<file path="config.mk">
export PLATFORM = sky130hd
export DESIGN_NAME = acondicionador_temp
export DESIGN_NICKNAME = d
export VERILOG_FILES = /design/src/rtl/acondicionador_temp.sv
export SDC_FILE = /design/constraint.sdc
export NUM_CORES = 1
export LEC_CHECK = 0
export CAP_MARGIN = 20
export CORE_ASPECT_RATIO = 1.5
export CORE_MARGIN = 5
export CORE_UTILIZATION = 44
export DETAILED_ROUTE_END_ITERATION = 10
export PLACE_DENSITY = 0.69
export SETUP_SLACK_MARGIN = 0.4
export SLEW_MARGIN = 0
export SYNTH_ARGS = -nofsm -noshare
export SYNTH_HDL_FRONTEND = slang
export SYNTH_SLANG_ARGS = --single-unit
</file>
<file path="constraint.sdc">
create_clock -name clk -period 2.4 [get_ports clk]
set_input_delay 0.48 -clock clk [delete_from_list [all_inputs] [get_ports clk]]
set_output_delay 0.48 -clock clk [all_outputs]
set_load 0.02 [all_outputs]
</file>
<file path="src/rtl/acondicionador_temp.sv">
// -----------------------------------------------------------------------------
// acondicionador_temp
//
// Conditions raw temperature-sensor ADC samples for the temperature-state FSM.
//   Stage 1: subtract the raw-code offset and saturate to the 11-bit signed range.
//   Stage 2: optionally apply a 4-tap moving average. Then register the result
//            as temp_registrado and update the out-of-range persistence count
//            using that new value.
// A sensor-silence watchdog raises sensor_falla after TIMEOUT cycles with no
// valid sample.
//
// Optional feature macro: PROMEDIO_EN
//   defined   -> 4-tap moving average between stage 1 and stage 2.
//   undefined -> stage 2 passes the converted sample through unchanged.
// The latency is two cycles in both builds.
//
// Ports
//   clk                  in   1        system clock, rising edge
//   rst                  in   1        synchronous reset, active-high
//   muestra_raw          in   12       unsigned ADC code, qualified by muestra_valida
//   muestra_valida       in   1        strobe: muestra_raw is valid this cycle
//   temp_registrado      out  11 (s)   conditioned temperature, two's complement
//   contador_fuera_rango out  3        consecutive out-of-range samples, saturates at 7
//   dato_valido          out  1        1-cycle pulse when the outputs above update
//   sensor_falla         out  1        watchdog flag, sticky until the next valid sample
// -----------------------------------------------------------------------------
module acondicionador_temp #(
  parameter int OFFSET    = 400,
  parameter int TEMP_BAJO = 180,
  parameter int TEMP_ALTO = 250,
  parameter int TIMEOUT   = 1000
) (
  input  logic               clk,
  input  logic               rst,
  input  logic [11:0]        muestra_raw,
  input  logic               muestra_valida,
  output logic signed [10:0] temp_registrado,
  output logic [2:0]         contador_fuera_rango,
  output logic               dato_valido,
  output logic               sensor_falla
);

  localparam int WD_W = $clog2(TIMEOUT + 1);
  localparam logic [WD_W-1:0] WD_MAX = WD_W'(TIMEOUT);
  localparam logic [WD_W-1:0] WD_PRE = WD_W'(TIMEOUT - 1);

  localparam logic signed [12:0] OFFSET_S = 13'(OFFSET);
  localparam logic signed [10:0] BAJO_S   = 11'(TEMP_BAJO);
  localparam logic signed [10:0] ALTO_S   = 11'(TEMP_ALTO);

  // ---------------------------------------------------------------------------
  // Stage 1: offset removal and saturation
  // ---------------------------------------------------------------------------
  logic signed [12:0] diff;
  logic signed [10:0] conv_next;
  logic signed [10:0] conv_reg;
  logic               v1_reg;

  // The raw code is zero-extended to 13 bits. With a 12-bit code the
  // difference always fits in 13-bit signed.
  assign diff = $signed({1'b0, muestra_raw}) - OFFSET_S;

  always_comb begin
    conv_next = diff[10:0];
    if (diff > 13'sd1023) begin
      conv_next = 11'sh3FF;
    end else if (diff < -13'sd1024) begin
      conv_next = 11'sh400;
    end
  end

  always_ff @(posedge clk) begin
    if (rst) begin
      conv_reg <= '0;
      v1_reg   <= 1'b0;
    end else begin
      v1_reg <= muestra_valida;
      if (muestra_valida) begin
        conv_reg <= conv_next;
      end
    end
  end

  // ---------------------------------------------------------------------------
  // Optional moving-average filter between the stages
  // ---------------------------------------------------------------------------
  logic signed [10:0] filt;

`ifdef PROMEDIO_EN
  logic signed [10:0] prom_buf_reg [4];
  logic signed [12:0] sum_reg;
  logic signed [12:0] sum_next;
  logic signed [12:0] conv_ext;
  logic signed [12:0] oldest_ext;
  logic               primed_reg;

  assign conv_ext   = {{2{conv_reg[10]}}, conv_reg};
  assign oldest_ext = {{2{prom_buf_reg[3][10]}}, prom_buf_reg[3]};

  // When the buffer is unprimed, the first sample fills every tap. The sum is
  // then simply 4x that sample.
  always_comb begin
    sum_next = {conv_reg, 2'b00};
    if (primed_reg) begin
      sum_next = sum_reg - oldest_ext + conv_ext;
    end
  end

  // Taking the top bits is an arithmetic shift right by 2, which floors toward -inf.
  assign filt = sum_next[12:2];

  always_ff @(posedge clk) begin
    if (rst) begin
      primed_reg <= 1'b0;
      sum_reg    <= '0;
      for (int i = 0; i < 4; i++) begin
        prom_buf_reg[i] <= '0;
      end
    end else if (v1_reg) begin
      primed_reg      <= 1'b1;
      sum_reg         <= sum_next;
      prom_buf_reg[0] <= conv_reg;
      for (int i = 1; i < 4; i++) begin
        prom_buf_reg[i] <= primed_reg ? prom_buf_reg[i-1] : conv_reg;
      end
    end
  end
`else
  assign filt = conv_reg;
`endif

  // ---------------------------------------------------------------------------
  // Stage 2: output register and persistence counter
  // ---------------------------------------------------------------------------
  logic       fuera_rango;
  logic [2:0] contador_next;

  assign fuera_rango = (filt < BAJO_S) || (filt > ALTO_S);

  always_comb begin
    contador_next = 3'd0;
    if (fuera_rango) begin
      contador_next = (contador_fuera_rango == 3'd7) ? 3'd7
                                                    : contador_fuera_rango + 3'd1;
    end
  end

  always_ff @(posedge clk) begin
    if (rst) begin
      temp_registrado      <= '0;
      contador_fuera_rango <= '0;
      dato_valido          <= 1'b0;
    end else begin
      dato_valido <= v1_reg;
      if (v1_reg) begin
        temp_registrado      <= filt;
        contador_fuera_rango <= contador_next;
      end
    end
  end

  // ---------------------------------------------------------------------------
  // Sensor-silence watchdog
  // ---------------------------------------------------------------------------
  logic [WD_W-1:0] wd_cnt_reg;

  // The flag is set on the same edge that the count reaches TIMEOUT. A strobe
  // on that edge takes priority and clears both the count and the flag.
  always_ff @(posedge clk) begin
    if (rst) begin
      wd_cnt_reg   <= '0;
      sensor_falla <= 1'b0;
    end else if (muestra_valida) begin
      wd_cnt_reg   <= '0;
      sensor_falla <= 1'b0;
    end else begin
      if (wd_cnt_reg != WD_MAX) begin
        wd_cnt_reg <= wd_cnt_reg + 1'b1;
      end
      if (wd_cnt_reg >= WD_PRE) begin
        sensor_falla <= 1'b1;
      end
    end
  end

endmodule

</file>
* Word level (Yosys, flattened, before mapping)
Cells that the tools add are included.
Widths: inputs -> output; s select.
** Word-level totals
- Flip-flop bits (word level) :: 38
- Logic and storage cells :: 23
** Cells by class
- Multiplexer cells :: 4
- $lt $le $gt $ge :: 5
- Add/sub/neg operators :: 3
- Equality and inequality tests :: 2
- Reductions and logical operators :: 2
** Operator list (number)
- $mux 11 :: 2
- $gt 13x11->1 const B :: 1
- $lt 13x11->1 const B :: 1
- $sub 12x9->13 const B :: 1
- $gt 11x9->1 const B :: 1
- $lt 11x9->1 const B :: 1
- $add 10x1->10 const B :: 1
- $ge 10x10->1 const B :: 1
- $ne 10x10->1 const B :: 1
- $mux 3 :: 2
- $add 3x1->3 const B :: 1
- $eq 3x3->1 const B :: 1
- $reduce_or 2->1 :: 1
- $logic_or 1x1->1 :: 1

* Longest topological paths before layout
Gate-level depths: netlist of run 1.
- Word-level depth :: 4
- Depth in mapped cells :: 7
- Depth with buffers taken out :: 7

* Worst setup path after synthesis of run 1
Ideal clock, no wire load.
- Path type :: input -> register
- Start :: input muestra_raw[4]
- End :: register conv_reg[8]
- Library setup time :: 119 ps
- Setup slack :: 841 ps
- Data required time :: 2281 ps
- Stages :: 7
- Arrival time :: 1440 ps
- Path through :: inv_1 > ha_1 > nor2b_2 > nand4b_1 > and2_2 > a22oi_1 > nand2_1
** On the way
- Longest elaborated chain between the ends :: 4
- Elaborated cells on any way between the ends :: 5
** Ends and longest elaborated chain
- from (decl) :: line 35 : input logic [11:0] muestra_raw,
- $sub 12x9->13 (*) :: line 61 : assign diff = $signed({1'b0, muestra_raw}) - OFFSET_S;
- $lt 13x11->1 :: line 67 : end else if (diff < -13'sd1024) begin
- $mux 11 :: line 67
- $mux 11 (*) :: line 65 : if (diff > 13'sd1023) begin
- to (signal assigned) :: line 79 : conv_reg <= conv_next;
- to (decl) :: line 56 : logic signed [10:0] conv_reg;
Every way passes the cells marked *; elsewhere a longest branch is shown, timed or not.
A chain may end at the register's enable or synchronous reset.

* Worst setup path after layout of run 1
- Start :: input muestra_raw[4]
- End :: register conv_reg[0]
The elaborated chain is that of the path after synthesis.

==> run metrics, run 1 <==
max-cap viol count 0; period utilization 0.792; Max Used Layer met4; Final setup violation count 0; first-pass GRT wire length between 5 and 6 mm; Post-Route WL 3.47 mm; library cells used by synthesis 43; htree depth 2; Max Slew Vio Count 0; Initial DRT Pass Iterations 4; RSZ-0062 raised after global routing no; DRT iter0 DRCs 26; Setup TNS Final 0 ps; post-synthesis sequential area ratio 0.460; routed wl met2 about 1.8 mm; CTS buffer count 5; power density over the cells approximately 620 nW/um^2; Net Count, Synth roughly 200; RR Startpoint wd_cnt_reg[0]; worst path required time approximately 2600 ps; static leakage 0.809 nW; CTS tree yes; Die Ht ~85 um; final count of hold timing violations 0; Slew @ Worst Pin 454 ps; kind of end point of the critical path flip-flop; layout net count between 200 and 250; Synth Register Bits 38; vias per inst between 5 and 6; gpl congestion 0.852; share of layout cells above drive strength 1 0.103; Post-CTS Hold Buffers 0; antenna cells 0; worst min path class reg2reg; Fmax achieved between 500 and 600 MHz; Area growth syn-to-layout 26.8%; R2R Path End wd_cnt_reg[8]; crit path DAT 2070 ps; WL met3 161 um; Core Area 3650 um^2; peak supply drop 0.382 mV; Port Buffers 30; critical path class in2reg; crit path time final about 1900 ps; fillers between 300 and 400; die width 60.1 um; status complete, no violations; clock tree buffer depth 2; Avg WL per Cell around 14 um; R2R Setup Slk roughly 970 ps; DRC violations left 0; Sink Count 38; worst-path maximum fanout 5; antenna-violating nets left 0; CTS root buf clkbuf_8; gr usage total 0.149; Hold Path Origin sensor_falla; DIE AREA just over 5000 um^2; via count ~1400; R2R cell count 5; Reg clk slew, reported paths 70 ps; met1 wire length roughly 1.5 mm; largest net degree at the start of global routing 14; Synth Instances 179; HPWL Detailed 2.74 mm; Setup crit start muestra_raw[4]; Starting Density 0.453; Synth Cell Area 1650 um^2; hold_ws 478 ps; initial antenna violation count 0; I/O pins 31; Syn. warnings 0; hold endpoint sensor_falla; num rows 27; GRT overflow 0; crit start category primary input; Max-slew headroom 0.697; Skew-Pair Late Insertion Delay roughly 280 ps; hold depth 2; vias in the first global route roughly 1300; Fin Clk Skew 6.18 ps; Avg Inst Size Synth approximately 9 um^2
-- final cells by class --
class                           instances  area (um^2)  share of cell area
Clock buffer                            7         86.3              0.0412
Clock inverter                          1         5.00             0.00239
Inverter                                7         26.3              0.0125
Multi-Input combinational cell        129          850               0.405
Sequential cell                        38          761               0.363
Tap cell                               43         53.8              0.0257
Timing Repair Buffer                   32          315               0.150
-- cells in the final DEF, fill, tap and decap left out, drive strengths merged --
cell type	instances
a211o	1
a211oi	1
a21oi	8
a22oi	5
a31oi	1
a32oi	2
and2	2
and3	3
and4b	1
and4bb	1
buf	2
clkbuf	7
clkdlybuf4s50	30
clkinv	1
dfxtp	38
ha	4
inv	7
mux2i	13
nand2	16
nand2b	1
nand3	7
nand4	2
nand4b	1
nor2	27
nor2b	2
nor3	4
nor4b	1
o211ai	3
o21ai	6
o21bai	1
o31ai	1
or2	2
or3	3
xnor2	6
xor2	4
-- cell families (layout without fill, tap and decap cells) --
logic type	count (synthesis)	in the layout	synth area share
multiplexers	13	13	0.0787
adder cells (fa/ha/maj)	4	4	0.0303
XOR/XNOR	10	10	0.0529
AND/OR/NAND/NOR	73	73	0.236
AO/OA/AOI/OAI	29	29	0.113
buffers and inverters	12	47	0.0295
flip-flops	38	38	0.460
-- repair_timing --
action,in CTS,in global routing
buffers inserted,0,0
gates resized for setup,0,1
endpoints found under the setup margin,0,5
-- metal layers --
| metal | global-route usage | up-vias |
|---|---|---|
| met5 | 0 | - |
| met4 | 0.0625 | 0 |
| met3 | 0.0472 | 4 |
| met2 | 0.245 | 33 |
| met1 | 0.173 | 636 |
| li1 | - | 690 |
-- worst max-delay path by stage --
stage | endpoint | slack, ps
after floorplan | conv_reg[8] | 840
after global placement | conv_reg[5] | 250
after detailed placement | conv_reg[4] | 180
after global routing | conv_reg[0] | 390
final | conv_reg[0] | 500
after CTS | conv_reg[4] | 490
-- cells in the mapped netlist --
cell type,count,area share
a211o_2,1,0.0061
nor3_2,1,0.0061
xnor2_1,6,0.032
xor2_1,4,0.021
nand3_2,1,0.0061
and2_1,1,0.0038
or3_1,3,0.011
o211ai_1,3,0.014
nand4_4,1,0.013
and4b_1,1,0.0061
clkbuf_1,1,0.0023
a31oi_1,1,0.0038
nand3_1,6,0.018
nand2b_1,1,0.0038
buf_1,1,0.0023
nor4b_1,1,0.0053
o21ai_1,1,0.0030
buf_2,3,0.0091
a32oi_1,2,0.011
nor2b_2,1,0.0053
nand2_1,16,0.036
o31ai_1,1,0.0045
mux2i_1,13,0.079
and3_1,1,0.0038
and3_4,1,0.0068
dfxtp_1,38,0.46
or2_2,2,0.0076
ha_1,4,0.030
nor2b_1,1,0.0038
nor2_1,25,0.057
nand4b_1,1,0.0053
inv_1,7,0.016
o21bai_1,1,0.0045
and4bb_2,1,0.0076
nand4_1,1,0.0038
a22oi_1,5,0.023
nor3_1,3,0.0091
a211oi_1,1,0.0045
o21ai_0,5,0.015
and2_2,1,0.0045
nor2_2,2,0.0076
a21oi_1,8,0.024
and3_2,1,0.0045
-- report_power, final --
group	internal, mW	leakage (nW)	switching (mW)
registers	0.666	0.311	0.0322
clock network	0.231	0.0482	0.207
logic	0.0862	0.450	0.0813
-- through the flow --
| step | cells | cell area, um^2 | util | setup WS (ps) | total power, mW |
|---|---|---|---|---|---|
| after floorplan | 179 | 1650 | - | 841 | 0.801 |
| after global placement | 249 | 2000 | 0.548 | 252 | 0.872 |
| after detailed placement | 249 | 2000 | 0.548 | 183 | 0.880 |
| after CTS | 257 | 2090 | 0.573 | 488 | 1.32 |
| after global routing | 257 | 2100 | 0.575 | 387 | 1.36 |
| final | 257 | 2100 | 0.575 | 498 | 1.30 |
-- worst max-delay path, stage by stage --
cell and delay, ps:
clkdlybuf4s50_1 450, inv_1 80, ha_1 220, nor2b_4 190
nand4b_1 150, and2_2 260, a22oi_1 150, nand2_1 80
Note: power is estimated with default switching activity, not from simulation.
==> run 2: changes to the inputs <==
--- a/config.mk
+++ b/config.mk
@@ -10,7 +10,7 @@
 export CORE_MARGIN = 5
 export CORE_UTILIZATION = 44
 export DETAILED_ROUTE_END_ITERATION = 10
-export PLACE_DENSITY = 0.69
+export PLACE_DENSITY = 0.72
 export SETUP_SLACK_MARGIN = 0.4
 export SLEW_MARGIN = 0
 export SYNTH_ARGS = -nofsm -noshare
==> constraint.sdc (replaced) <==
create_clock -name clk -period 1.7 [get_ports clk]
set_input_delay 0.34 -clock clk [delete_from_list [all_inputs] [get_ports clk]]
set_output_delay 0.34 -clock clk [all_outputs]
set_load 0.02 [all_outputs]
==> run metrics, run 2 (synthesis results as in run 1) <==
antenna cells 0; num rows 27; Fmax achieved ~780 MHz; htree depth 2; power density over the cells ~800 nW/um^2; Final Instance Area between 2000 and 2500 um^2; Post-CTS Hold Buffers 0; Avg WL per Cell about 16 um; largest net degree at the start of global routing 13; max-cap viol count 0; share of layout cells above drive strength 1 0.350; period utilization 0.751; via count between 1500 and 2000; R2R Setup Slk around 420 ps; crit path time final about 1300 ps; DIE AREA just over 5000 um^2; HPWL Detailed 3.13 mm; RR Startpoint wd_cnt_reg[1]; R2R Path End wd_cnt_reg[8]; vias in the first global route about 1600; Core Area 3650 um^2; commonest non-fill, non-tap cell in the layout dfxtp_1; vias per inst around 5.4; most frequent cells in the layout 34 x dfxtp_1, 24 x nor2_1, 20 x buf_4; GRT overflow 0; Max Slew Vio Count 0; first-pass GRT wire length roughly 7.3 mm; kind of end point of the critical path flip-flop; status complete, no violations; final count of hold timing violations 0; CP endpoint wd_cnt_reg[8]; Sink Count 38; DRT iter0 DRCs 68; Area growth syn-to-layout 41.8%; CTS root buf clkbuf_8; static leakage 0.970 nW; crit start category flip-flop; Fin Clk Skew between 5 and 6 ps; antenna-violating nets left 0; Starting Density 0.453; Skew-Pair Late Insertion Delay 280 ps; Die Ht between 80 and 90 um; gr usage total 0.187; crit path DAT ~1500 ps; I/O pins 31; initial antenna violation count 0; Final setup violation count 0; gpl congestion approximately 0.8; layout net count 254; peak supply drop 0.618 mV; worst-path maximum fanout 4; Setup crit start wd_cnt_reg[1]; CTS buffer count 5; Max-slew headroom 0.769; die width approximately 60 um; Port Buffers 30; clock tree buffer depth 2; Initial DRT Pass Iterations 4; Slew @ Worst Pin about 350 ps; Setup TNS Final 0 ps; RSZ-0062 raised after global routing yes; worst slack at placement -240 ps; Final WS setup roughly 420 ps; post-layout util 0.643; worst min path class in2reg; CTS tree yes; Post-Route WL 4.30 mm; Reg clk slew, reported paths roughly 70 ps; R2R cell count 5; hold_ws ~430 ps; Placed Instance Area approximately 2100 um^2; worst path required time between 1500 and 2000 ps; critical path class reg2reg; DRC violations left 0
-- run 2: changes by cell type in the layout (fill, tap and decap cells not counted), moves of 3 or more --
cell,change
nand3_1,-3
buf_4,+18
clkdlybuf4s50_1,-25
buf_6,+3
a22oi_1,-4
ha_1,-3
dfxtp_1,-4
a22oi_2,+4
nor2_4,+3
clkdlybuf4s15_1,+6
nand3_2,+3
clkbuf_2,+9
buf_2,+4
dlygate4sd2_1,+6
-- run 2: final cells by class --
type                    count  area (um^2)
fillers                   323         1300
repair buffers             53          412
flip-flops and latches     38          771
well taps                  43         53.8
multi-input cells         130         1000
inverters                   7         26.3
clock buffers               6         82.6
-- run 2: timing repair --
action | CTS | global route
gates cloned | 1 | 0
buffers inserted | 3 | 5
pin swaps | 6 | 9
endpoints found under the setup margin | 34 | 32
hold endpoints to repair | 0 | 0
resized for setup | 63 | 31
-- run 2: power by group --
group / internal [mW] / switching (mW)
logic: 0.144 / 0.150
registers: 0.938 / 0.0480
clock network: 0.312 / 0.281
total: 1.39 / 0.479
-- run 2: worst max-delay path, cell delays in order (launching register included) --
cell     delay [ps]
dfxtp_4         370
ha_4            140
and3_4          190
nand2_1          60
or3_1           320
a21oi_1         130
-- run 2: through the flow --
stage	instances	power, mW
after floorplan	179	1.14
after global placement	262	1.26
after detailed placement	262	1.28
after CTS	272	1.88
after global routing	277	1.97
final	277	1.87
-- run 2: routing by layer --
metal,up-vias,wire length [um],global-route usage
met2,37,2480,0.343
li1,738,-,-
met1,712,1540,0.182
met3,14,124,0.0365
met4,0,157,0.115
met5,-,0,0
-- run 2: how the worst min path moves through the flow --
stage,end,cells after the start,from
floorplan,conv_reg[9],2,conv_reg[9]
global placement,sensor_falla,2,sensor_falla
detailed placement,temp_registrado[6],2,temp_registrado[6]
CTS,conv_reg[4],3,muestra_raw[4]
global route,conv_reg[4],3,muestra_raw[4]
finish,conv_reg[4],3,muestra_raw[4]
==> run 3: changes to the inputs <==
--- a/config.mk
+++ b/config.mk
@@ -10,7 +10,7 @@
 export CORE_MARGIN = 5
 export CORE_UTILIZATION = 44
 export DETAILED_ROUTE_END_ITERATION = 10
-export PLACE_DENSITY = 0.72
+export PLACE_DENSITY = 0.69
 export SETUP_SLACK_MARGIN = 0.4
 export SLEW_MARGIN = 0
 export SYNTH_ARGS = -nofsm -noshare
==> constraint.sdc (replaced) <==
create_clock -name clk -period 1.2 [get_ports clk]
set_input_delay 0.24 -clock clk [delete_from_list [all_inputs] [get_ports clk]]
set_output_delay 0.24 -clock clk [all_outputs]
set_load 0.02 [all_outputs]
==> run metrics, run 3 (synthesis results as in run 1) <==
DIE AREA roughly 5100 um^2; routed wl met2 2.24 mm; Port Buffers 30; commonest non-fill, non-tap cell in the layout buf_4; Core Area 3650 um^2; gr usage total 0.183; R2R Path End wd_cnt_reg[8]; Slew @ Worst Pin ~280 ps; Post-Route WL around 4.2 mm; Skew-Pair Late Insertion Delay 290 ps; Final setup violation count 4; met1 wire length between 1.5 and 2 mm; status finished with violations; gpl congestion 0.872; clock tree buffer depth 2; hold_ws between 300 and 400 ps; Buffers & Inverters on Critical Path 0; vias in the first global route approximately 1700; Max Slew Vio Count 0; worst path required time 1420 ps; Sink Count 38; crit start category flip-flop; antenna-violating nets left 0; peak supply drop about 1.0 mV; crit path time final approximately 1300 ps; largest net degree at the start of global routing 15; DRT iter0 DRCs 40; final count of hold timing violations 0; Die Ht 85.1 um; worst-path maximum fanout 4; layout net count 270; first-pass GRT wire length 7.24 mm; CTS buffer count 5; Starting Density 0.453; Initial DRT Pass Iterations 4; htree depth 2; worst slack at placement -723 ps; Max-slew headroom 0.810; CTS root buf clkbuf_8; GRT overflow 0; WL met3 ~170 um; number of cells on the critical path 5; most frequent cells in the layout 29 x buf_4, 23 x nor2_1, 23 x dfxtp_2, 23 x buf_6; initial antenna violation count 0; Hold Path Origin muestra_raw[4]; R2R cell count 5; cells along the critical path ha_4 > and3_4 > nand2_2 > or3_4 > a21oi_2; kind of end point of the critical path flip-flop; static leakage ~1.2 nW; Post-CTS Hold Buffers 0; Fin Clk Skew slightly above 7 ps; CP max stage cell dfxtp_4; RR Startpoint wd_cnt_reg[1]; crit path DAT between 1000 and 1500 ps; Top delay family on crit path simple AND/OR/NAND/NOR gates; worst min path class in2reg; R2R Setup Slk -50 ps; HPWL Detailed a little over 3 mm; die width between 60 and 70 um; num rows 27; Fmax achieved ~800 MHz; fillers 261; critical path class reg2reg; via count roughly 1500; vias per inst 5.17; hold endpoint conv_reg[4]; antenna cells 0; I/O pins 31; hold depth 3; CP peak stage delay roughly 380 ps; share of layout cells above drive strength 1 0.563; Avg WL per Cell ~14 um; CTS tree yes; Max Used Layer met4; Area growth syn-to-layout 66.3%; Final Power ~2.8 mW; DRC violations left 0; Reg clk slew, reported paths about 70 ps; Final WS setup -54.0 ps; failing checks negative setup slack; power density over the cells just over 1000 nW/um^2; period utilization 1.05; max-cap viol count 0; RSZ-0062 raised after global routing yes
==> run 3: worst min-delay path: stages <==
cell and delay (ps):
buf_2 130, buf_4 140, o211ai_1 90
==> run 3: routing by layer <==
| metal | track usage | up-vias |
|---|---|---|
| li1 | - | 771 |
| met1 | 0.206 | 712 |
| met2 | 0.317 | 33 |
| met3 | 0.0411 | 8 |
| met4 | 0.0827 | 0 |
| met5 | 0 | - |
==> run 3: through the flow <==
stage | std cells | instance area [um^2] | util | TNS [ps]
after floorplan | 179 | 1790 | - | 0
after global placement | 275 | 2310 | 0.633 | -10460
after detailed placement | 275 | 2310 | 0.633 | -11060
after CTS | 291 | 2640 | 0.723 | -219
after global routing | 295 | 2750 | 0.754 | -560
final | 295 | 2750 | 0.754 | -105
==> run 3: how the worst max path moves through the flow <==
stage                          to      startpoint
CTS                   conv_reg[5]  muestra_raw[5]
detailed placement    conv_reg[5]  muestra_raw[5]
finish              wd_cnt_reg[8]   wd_cnt_reg[1]
global route        wd_cnt_reg[8]   wd_cnt_reg[1]
floorplan           wd_cnt_reg[8]   wd_cnt_reg[1]
global placement      conv_reg[4]  muestra_raw[5]
==> run 3: repair_timing <==
item | in CTS | in global routing
setup buffers | 6 | 3
gates cloned | 2 | 1
setup endpoints to repair | 54 | 53
gates resized for setup | 159 | 19
pin swaps | 27 | 15
==> run 3: final cells by class <==
type / instances / area, um^2 / area share
well taps: 43 / 53.8 / 0.0196
clock buffers: 7 / 86.3 / 0.0314
clock inverters: 1 / 5.00 / 0.00182
inverters: 7 / 43.8 / 0.0159
repair buffers: 68 / 648 / 0.236
multi-input cells: 131 / 1110 / 0.403
flip-flops and latches: 38 / 805 / 0.292
==> run 3: where the power goes <==
part | switching [mW] | internal, mW
Sequential | 0.0697 | 1.33
Combinational | 0.232 | 0.283
Clock | 0.429 | 0.463
